## src/rtl/mmwave_cfg_loader_pkg.sv

```systemverilog
// Shared definitions for the mmWave configuration loader: FSM encoding,
// frame layout constants and the register-write record.
package mmwave_cfg_loader_pkg;

    // FSM state encoding
    localparam logic [2:0] ST_IDLE  = 3'd0;
    localparam logic [2:0] ST_INDEX = 3'd1;
    localparam logic [2:0] ST_DATA  = 3'd2;
    localparam logic [2:0] ST_CHECK = 3'd3;
    localparam logic [2:0] ST_WRITE = 3'd4;

    // Frame layout: header, index, DATA_BYTES payload bytes (MSB first), checksum
    localparam logic [7:0] HDR_BYTE_DEFAULT = 8'hA5;
    localparam int         NUM_CFG_REGS     = 6;
    localparam int         DATA_BYTES       = 8;
    localparam int         FRAME_BYTES      = DATA_BYTES + 3;

    // One pending register-file write
    typedef struct packed {
        logic [2:0]  index;
        logic [63:0] value;
    } cfg_wr_t;

    // True when a received index addresses an existing configuration register
    function automatic logic idx_in_range(input logic [7:0] idx);
        return idx < 8'(NUM_CFG_REGS);
    endfunction

endpackage

```

## src/rtl/mmwave_sat_cnt.sv

```systemverilog
// 16-bit event counter that sticks at all-ones instead of wrapping.
module mmwave_sat_cnt (
    input  logic        clk,
    input  logic        rst_n,
    input  logic        inc_i,
    output logic [15:0] cnt_o
);

    logic [15:0] cnt_q;

    // Count increment requests, holding at 16'hFFFF once reached
    always_ff @(posedge clk) begin
        if (!rst_n) begin
            cnt_q <= '0;
        end else if (inc_i && (cnt_q != 16'hFFFF)) begin
            cnt_q <= cnt_q + 16'd1;
        end
    end

    assign cnt_o = cnt_q;

endmodule

```

## src/rtl/mmwave_cfg_loader.sv

```systemverilog
// Parses framed configuration bytes from the UDP receive path and issues
// one register-file write per frame whose checksum and index are valid.
module mmwave_cfg_loader
    import mmwave_cfg_loader_pkg::*;
#(
    parameter int         TIMEOUT_CYCLES = 1000,
    parameter logic [7:0] HDR_BYTE       = HDR_BYTE_DEFAULT
) (
    input  logic        clk,
    input  logic        rst_n,
    input  logic [7:0]  rx_data_i,
    input  logic        rx_valid_i,
    output logic        rx_ready_o,
    output logic        reg_wr_en_o,
    output logic [2:0]  reg_wr_index_o,
    output logic [63:0] reg_wr_value_o,
    output logic        busy_o,
    output logic [15:0] frame_ok_cnt_o,
    output logic [15:0] frame_err_cnt_o
);

    // The idle counter only has to reach TIMEOUT_CYCLES-1: the expiring
    // cycle itself is detected combinationally.
    localparam int IDLE_W = (TIMEOUT_CYCLES > 1) ? $clog2(TIMEOUT_CYCLES) : 1;
    localparam logic [IDLE_W-1:0] TMO_LAST = IDLE_W'(TIMEOUT_CYCLES - 1);

    logic [2:0]        state_q,    state_d;
    logic [7:0]        index_q,    index_d;
    logic [63:0]       value_q,    value_d;
    logic [7:0]        csum_q,     csum_d;
    logic [2:0]        byte_cnt_q, byte_cnt_d;
    logic [IDLE_W-1:0] idle_cnt_q, idle_cnt_d;
    cfg_wr_t           wr_q,       wr_d;
    logic              accept;
    logic              ok_inc;
    logic              err_inc;

    assign rx_ready_o     = (state_q != ST_WRITE);
    assign accept         = rx_valid_i && rx_ready_o;
    assign busy_o         = (state_q != ST_IDLE);
    assign reg_wr_en_o    = (state_q == ST_WRITE);
    assign reg_wr_index_o = wr_q.index;
    assign reg_wr_value_o = wr_q.value;

    // Frame parser next-state logic; an accepted byte always beats timeout
    always_comb begin
        state_d    = state_q;
        index_d    = index_q;
        value_d    = value_q;
        csum_d     = csum_q;
        byte_cnt_d = byte_cnt_q;
        idle_cnt_d = idle_cnt_q;
        wr_d       = wr_q;
        ok_inc     = 1'b0;
        err_inc    = 1'b0;
        case (state_q)
            ST_IDLE: begin
                idle_cnt_d = '0;
                if (accept && (rx_data_i == HDR_BYTE)) begin
                    state_d = ST_INDEX;
                end
            end
            ST_INDEX, ST_DATA, ST_CHECK: begin
                if (accept) begin
                    idle_cnt_d = '0;
                    if (state_q == ST_INDEX) begin
                        index_d    = rx_data_i;
                        csum_d     = rx_data_i;
                        byte_cnt_d = '0;
                        state_d    = ST_DATA;
                    end else if (state_q == ST_DATA) begin
                        value_d    = {value_q[55:0], rx_data_i};
                        csum_d     = csum_q ^ rx_data_i;
                        byte_cnt_d = byte_cnt_q + 3'd1;
                        if (byte_cnt_q == 3'(DATA_BYTES - 1)) begin
                            state_d = ST_CHECK;
                        end
                    end else begin
                        if ((rx_data_i == csum_q) && idx_in_range(index_q)) begin
                            wr_d.index = index_q[2:0];
                            wr_d.value = value_q;
                            state_d    = ST_WRITE;
                        end else begin
                            err_inc = 1'b1;
                            state_d = ST_IDLE;
                        end
                    end
                end else if (idle_cnt_q == TMO_LAST) begin
                    idle_cnt_d = '0;
                    err_inc    = 1'b1;
                    state_d    = ST_IDLE;
                end else begin
                    idle_cnt_d = idle_cnt_q + 1'b1;
                end
            end
            ST_WRITE: begin
                ok_inc  = 1'b1;
                state_d = ST_IDLE;
            end
            default: begin
                state_d = ST_IDLE;
            end
        endcase
    end

    // Parser state registers; reset drops any partial frame
    always_ff @(posedge clk) begin
        if (!rst_n) begin
            state_q    <= ST_IDLE;
            index_q    <= '0;
            value_q    <= '0;
            csum_q     <= '0;
            byte_cnt_q <= '0;
            idle_cnt_q <= '0;
            wr_q       <= '0;
        end else begin
            state_q    <= state_d;
            index_q    <= index_d;
            value_q    <= value_d;
            csum_q     <= csum_d;
            byte_cnt_q <= byte_cnt_d;
            idle_cnt_q <= idle_cnt_d;
            wr_q       <= wr_d;
        end
    end

    mmwave_sat_cnt u_ok_cnt (
        .clk   (clk),
        .rst_n (rst_n),
        .inc_i (ok_inc),
        .cnt_o (frame_ok_cnt_o)
    );

    mmwave_sat_cnt u_err_cnt (
        .clk   (clk),
        .rst_n (rst_n),
        .inc_i (err_inc),
        .cnt_o (frame_err_cnt_o)
    );

endmodule

```

## config.mk

```make
export PLATFORM = sky130hd
export DESIGN_NAME = mmwave_cfg_loader
export DESIGN_NICKNAME = d
export VERILOG_FILES = /design/src/rtl/mmwave_cfg_loader_pkg.sv /design/src/rtl/mmwave_sat_cnt.sv /design/src/rtl/mmwave_cfg_loader.sv
export SDC_FILE = /design/constraint.sdc
export NUM_CORES = 1
export LEC_CHECK = 0
export CELL_PAD_IN_SITES_DETAIL_PLACEMENT = 1
export CELL_PAD_IN_SITES_GLOBAL_PLACEMENT = 2
export CORE_MARGIN = 4
export CORE_UTILIZATION = 28
export CTS_CLUSTER_DIAMETER = 100
export DETAILED_ROUTE_END_ITERATION = 8
export MAX_ROUTING_LAYER = met4
export PLACE_DENSITY = 0.72
export SYNTH_ARGS = -nofsm -noshare
export SYNTH_HDL_FRONTEND = slang
export SYNTH_SLANG_ARGS = --single-unit
```

## constraint.sdc

```tcl
create_clock -name clk -period 2.4 [get_ports clk]
set_clock_uncertainty 0.2 [all_clocks]
set_input_delay 0.48 -clock clk [delete_from_list [all_inputs] [get_ports clk]]
set_output_delay 0.48 -clock clk [all_outputs]
set_load 0.005 [all_outputs]
```

* After elaboration in Yosys (flattened, before gate mapping) *
Index checks and enable logic that the tools add are counted.

word-level totals
  memories = 0
  latch bits = 0
  output and inout port bits = 102
  bits in writable memories = 0
  bits in read-only memories = 0
  register bits = 195
  bits of input ports = 11

operators by class
  order comparisons = 1
  muxes and demuxes = 22
  reductions and logical operators = 15
  eq/ne operators = 14
  $add $sub $neg = 4
  div/mod/pow operators = 0
  $mul = 0
  bitwise operators = 3
  shift-type cells = 0

operator list
  cell                                                         number
  adder 16 x 1 -> 16 bit (second input constant)               2
  != test 16 bit (second input constant)                       2
  2-to-1 mux 3 bit                                             9
  2-to-1 mux 10 bit                                            2
  case mux 10 bit (2 select lines)                             1
  2-to-1 mux 8 bit                                             2
  adder 10 x 1 -> 10 bit (second input constant)               1
  == test 10 bit (second input constant)                       1
  AND reduction 3 bit                                          3
  == test 8 bit                                                1
  == test 8 bit (second input constant)                        1
  less-than comparator 8 x 3 -> 1 bit (second input constant)  1
  bitwise XOR 8 bit                                            1
  2-to-1 mux 1 bit                                             7
  == test 3 x 2 -> 1 bit (second input constant)               2
  == test 3 bit (second input constant)                        2
  != test 3 bit (second input constant)                        2
  case mux 3 bit (2 select lines)                              1
  logical AND 1 bit                                            5
  != test 5 bit (second input constant)                        1
  AND reduction 5 bit                                          1
  AND reduction 4 bit                                          1
  nonzero test 2 bit                                           2
  adder 3 x 1 -> 3 bit (second input constant)                 1
  other kinds (6)                                              7

* Longest topological paths before layout *
  depth after elaboration = 8
  depth in mapped cells = 9
  gate-level depth less buffers = 6

* Modules after synthesis *
A second synthesis with hierarchy kept.

second synthesis, totals
  cells, all modules = 970
  area, all modules = 8136.6 um^2

by module, submodules not included
  module             area an instance (um^2)  instances  cells each  seq. area each (um^2)
  mmwave_cfg_loader  6462.4                   1          776         3263.1
  mmwave_sat_cnt     837.1                    2          97          320.3

* Worst setup path after synthesis *
No wires, ideal clock.

  path type = input to register
  start = input port rx_data_i[3]
  end = register wr_q (netlist bit reg_wr_value_o[35])
  cell stages on the path = 8
  arrival time = 2098 ps
  path slack = -30 ps
  library setup time = 132 ps
  required time = 2068 ps
  cell sequence = xor2_1 > or4_4 > or4_1 > clkbuf_1 > buf_4 > buf_6 > nand2_1 > a21oi_1

between the ends
  longest elaborated chain between the ends = 3

ends and longest elaborated chain
  item                                  line                      RTL
  from (decl)                           mmwave_cfg_loader.sv:11   input logic [7:0] rx_data_i,
  == test 8 bit                         mmwave_cfg_loader.sv:79   if ((rx_data_i == csum_q) && idx_in_range(index_q)) begin
  logical AND 1 bit                     mmwave_cfg_loader.sv:79
  AND reduction 5 bit (no source line)  --
  to (signal assigned)                  mmwave_cfg_loader.sv:123  wr_q <= wr_d;
  to (decl)                             mmwave_cfg_loader.sv:33   cfg_wr_t wr_q, wr_d;

No other way between the ends.
A chain may end at the register's enable or synchronous reset.

* Worst setup path after layout *
  start = input port rx_data_i[4]
  end = register wr_q (netlist bit reg_wr_value_o[24])

The elaborated chain is that of the path after synthesis.

==> impl_results.md <==
* Outcome: complete, but fails checks
* Failing checks: setup timing
* Library cell with the highest instance count after synthesis: nand2_1
* Last weighted congestion value of the routability-driven placer at 0.7541
* Skew-Pair Late Insertion Delay at 0.44 ns
* Critical Path Sink Type: flop
* Endpoint required time on the critical path at 2.53 ns
* Max FO, Critical Path at 8
* Overall via count from detail_route at 7420
* Hold-fix buffers at CTS at 0
* Max-slew violations at 0
* Number of global-route vias before repair at 7628
* Worst rel slew slack at 0.6070
* Area share of xor/xnor cells in the synthesized design at 0.01461
* Maximum clock frequency at 398.7 MHz
* Library cells used by synthesis at 50
* Commonest cells in the netlist: nand2_1 (315), dfxtp_1 (195), a21oi_1 (165)
* Share of the cycle needed by the critical path after routing at 1.045
* Post-DP HPWL at 16050 um
* Yosys reg bits at 195
* CP Launch Type: input pin
* Net count of the mapped netlist at 1000
* Seq/Total Area, Yosys at 0.5010
* Cell at the root of the clock tree: clkbuf_16
* Number of hold violations in the final report at 0
* # nets final at 1170
* Rows at 60
* Clock sinks at 195
* Iteration-0 DRC Markers at 328
* Power density over cell area at 554.9 nW/um2
* Dpl cell area at 9833 um2
* Worst Tran Pin Value at 0.5870 ns
* Library cell with the largest summed area after synthesis: dfxtp_1
* GRT Total Usage at 0.1684
* Die span in y at 174.8 um
* Netlist Area Pre-Place at 7791 um2
* Number of synthesized flops with an enable pin at 0
* Classification of the worst-slack hold path: reg2reg
* Number of failing setup endpoints in the final timing report at 42
* Final WS setup at -0.1082 ns
* H-Tree Depth at 4
* Clock period minus final worst setup slack at 2.508 ns
* Remaining global-route overflow at 0
* Post-synthesis simple-gate area fraction at 0.2629
* Compound-gate portion of the synthesized area at 0.1622
* Area of the core at 27180 um2
* Fillers at 3174
* Mux cell area share after synthesis at 0.01156
* Total detailed-routing wirelength at 25370 um
* DR vias/cell at 4.821
* Area enclosed by the die boundary at 30560 um2
* Boundary Pins at 113
* Fraction of layout cells with a size suffix above 1 at 0.2399
* Diode count at 0
* Area of the multi-input gates at 4227 um2
* Initial antenna violation count at 0
* Mean area per synthesized cell at 7.918 um2
* Detailed-routing iteration count for the pre-antenna-repair pass at 4
* Wire length of the first global-routing pass at 40930 um
* Combinational family with the most area after synthesis: simple AND/OR/NAND/NOR gates
* Clock tree from TritonCTS: done
* FFs w/ async S/R, synth at 0
* Arrival time at the worst endpoint at 2.64 ns
* Gate count after technology mapping at 984
* Horizontal die dimension at 174.8 um
* Layout Area Growth over Synthesis at 48.16%
* Class of the most critical setup path: in2reg
* Max-Cap Viols at 0
* Maximum number of pins on one net before global-route repair at 40
* TritonCTS Buffers at 17
* Maximum clock insertion buffer count at 2
* Warnings from Yosys at 0
* Initial core utilization at 0.2867
* DR DRC count at 0
* Port bufs at 112
* Post-route cell area at 11540 um2
* Fraction of synthesized cell area taken by the top area cell type at 0.5010
* RSZ-0062 raised after global routing: true
* Most frequently used flop master after synthesis: dfxtp_1
* Post-synthesis adder-cell area fraction at 0.008030
* Final hold slack at 0.2537 ns
* Storage cell area at 3914 um2
* Cells taking the most area after synthesis: dfxtp_1 (50%), nand2_1 (15%), a21oi_1 (11%)
* Number of nets with antenna violations after detailed routing at 0
* Leakage at 3.901 nW
* Routed wire per std cell at 16.49 um
* Clock slew at reported path FFs at 0.08 ns
* IR drop worst, VDD at 0.3719 mV
sequential cells by signal (all words and copies together) (netlist names):
signal           count
byte_cnt_q           3
csum_q               8
u_err_cnt.cnt_o     16
index_q              8
value_q             64
idle_cnt_q          10
reg_wr_value_o      64
reg_wr_index_o       3
state_q              3
u_ok_cnt.cnt_o      16
timing repair:
item                       4_1_cts  5_1_grt
setup endpoints to repair       74       86
buffers inserted                16        9
gates resized for setup         97      121
pin swaps                       55       44
cloned                           7        4
cell families after synthesis:
group           after synthesis
compound gates              232
xor+xnor                     13
fa+ha+maj                     5
buf+inv                      73
flops                       195
mux                           9
simple gates                457
worst paths after layout:
| check | from | end | slack (ns) | depth (start not counted) |
|---|---|---|---|---|
| setup / recovery | rx_data_i[4] | reg_wr_value_o[24] | -0.11 | 8 |
| hold / removal | reg_wr_value_o[0] | reg_wr_value_o[0] | 0.25 | 2 |
| setup reg to reg | csum_q[4] | reg_wr_value_o[24] | -0.10 | 7 |
| hold reg to reg | reg_wr_value_o[0] | reg_wr_value_o[0] | 0.25 | 2 |
report_power, final:
group          leakage (nW)  switching [W]  internal, W
sequential             1.57    0.000000237      0.00323
combinational          2.02       0.000108    0.0000613
clock                 0.306        0.00153      0.00147
routing by layer:
metal  vias to the layer above  wire length [um]  track usage
met4                         0               243      0.03928
met5                         -                 0            -
li1                       3706                 -            -
met3                        18               551      0.02272
met1                      3604             12990       0.2315
met2                        92             11590       0.2652
metrics by stage:
step | std cells | power [W] | TNS [ns] | setup WS (ns) | util
finish | 1539 | 0.006406 | -3.408 | -0.1082 | 0.4248
global route | 1539 | 0.006650 | -4.474 | -0.1359 | 0.4248
CTS | 1534 | 0.006499 | -5.065 | -0.1377 | 0.4093
detailed placement | 1479 | 0.003470 | -47.33 | -0.6215 | 0.3618
global placement | 1479 | 0.003469 | -46.20 | -0.5902 | 0.3618
floorplan | 984 | 0.003373 | -0.07034 | -0.002356 | -
area by class of cell:
class | count | share of cell area
clock buffers | 18 | 0.03804
clock inverters | 14 | 0.01669
inverters | 8 | 0.003252
multi-input cells | 716 | 0.3661
flip-flops and latches | 195 | 0.3390
well taps | 372 | 0.04032
repair buffers | 216 | 0.1965
worst max-delay path: stages:
cell           delay [ns]
dlygate4sd2_1        0.27
xor2_2               0.19
or4_4                0.56
or4_4                0.65
buf_12               0.20
buf_16               0.16
nand2_4              0.06
a21oi_2              0.05
layout by cell type, fill, tap and decap left out, types with 26 or more instances in the layout:
cell type,n
o21ai_0,31
nand2_1,247
nand2_4,37
dfxtp_1,189
a21oi_2,47
buf_4,70
nor2_1,26
nand2_2,31
clkdlybuf4s50_1,102
a21oi_1,118
Power figures use the tool's default switching activity.
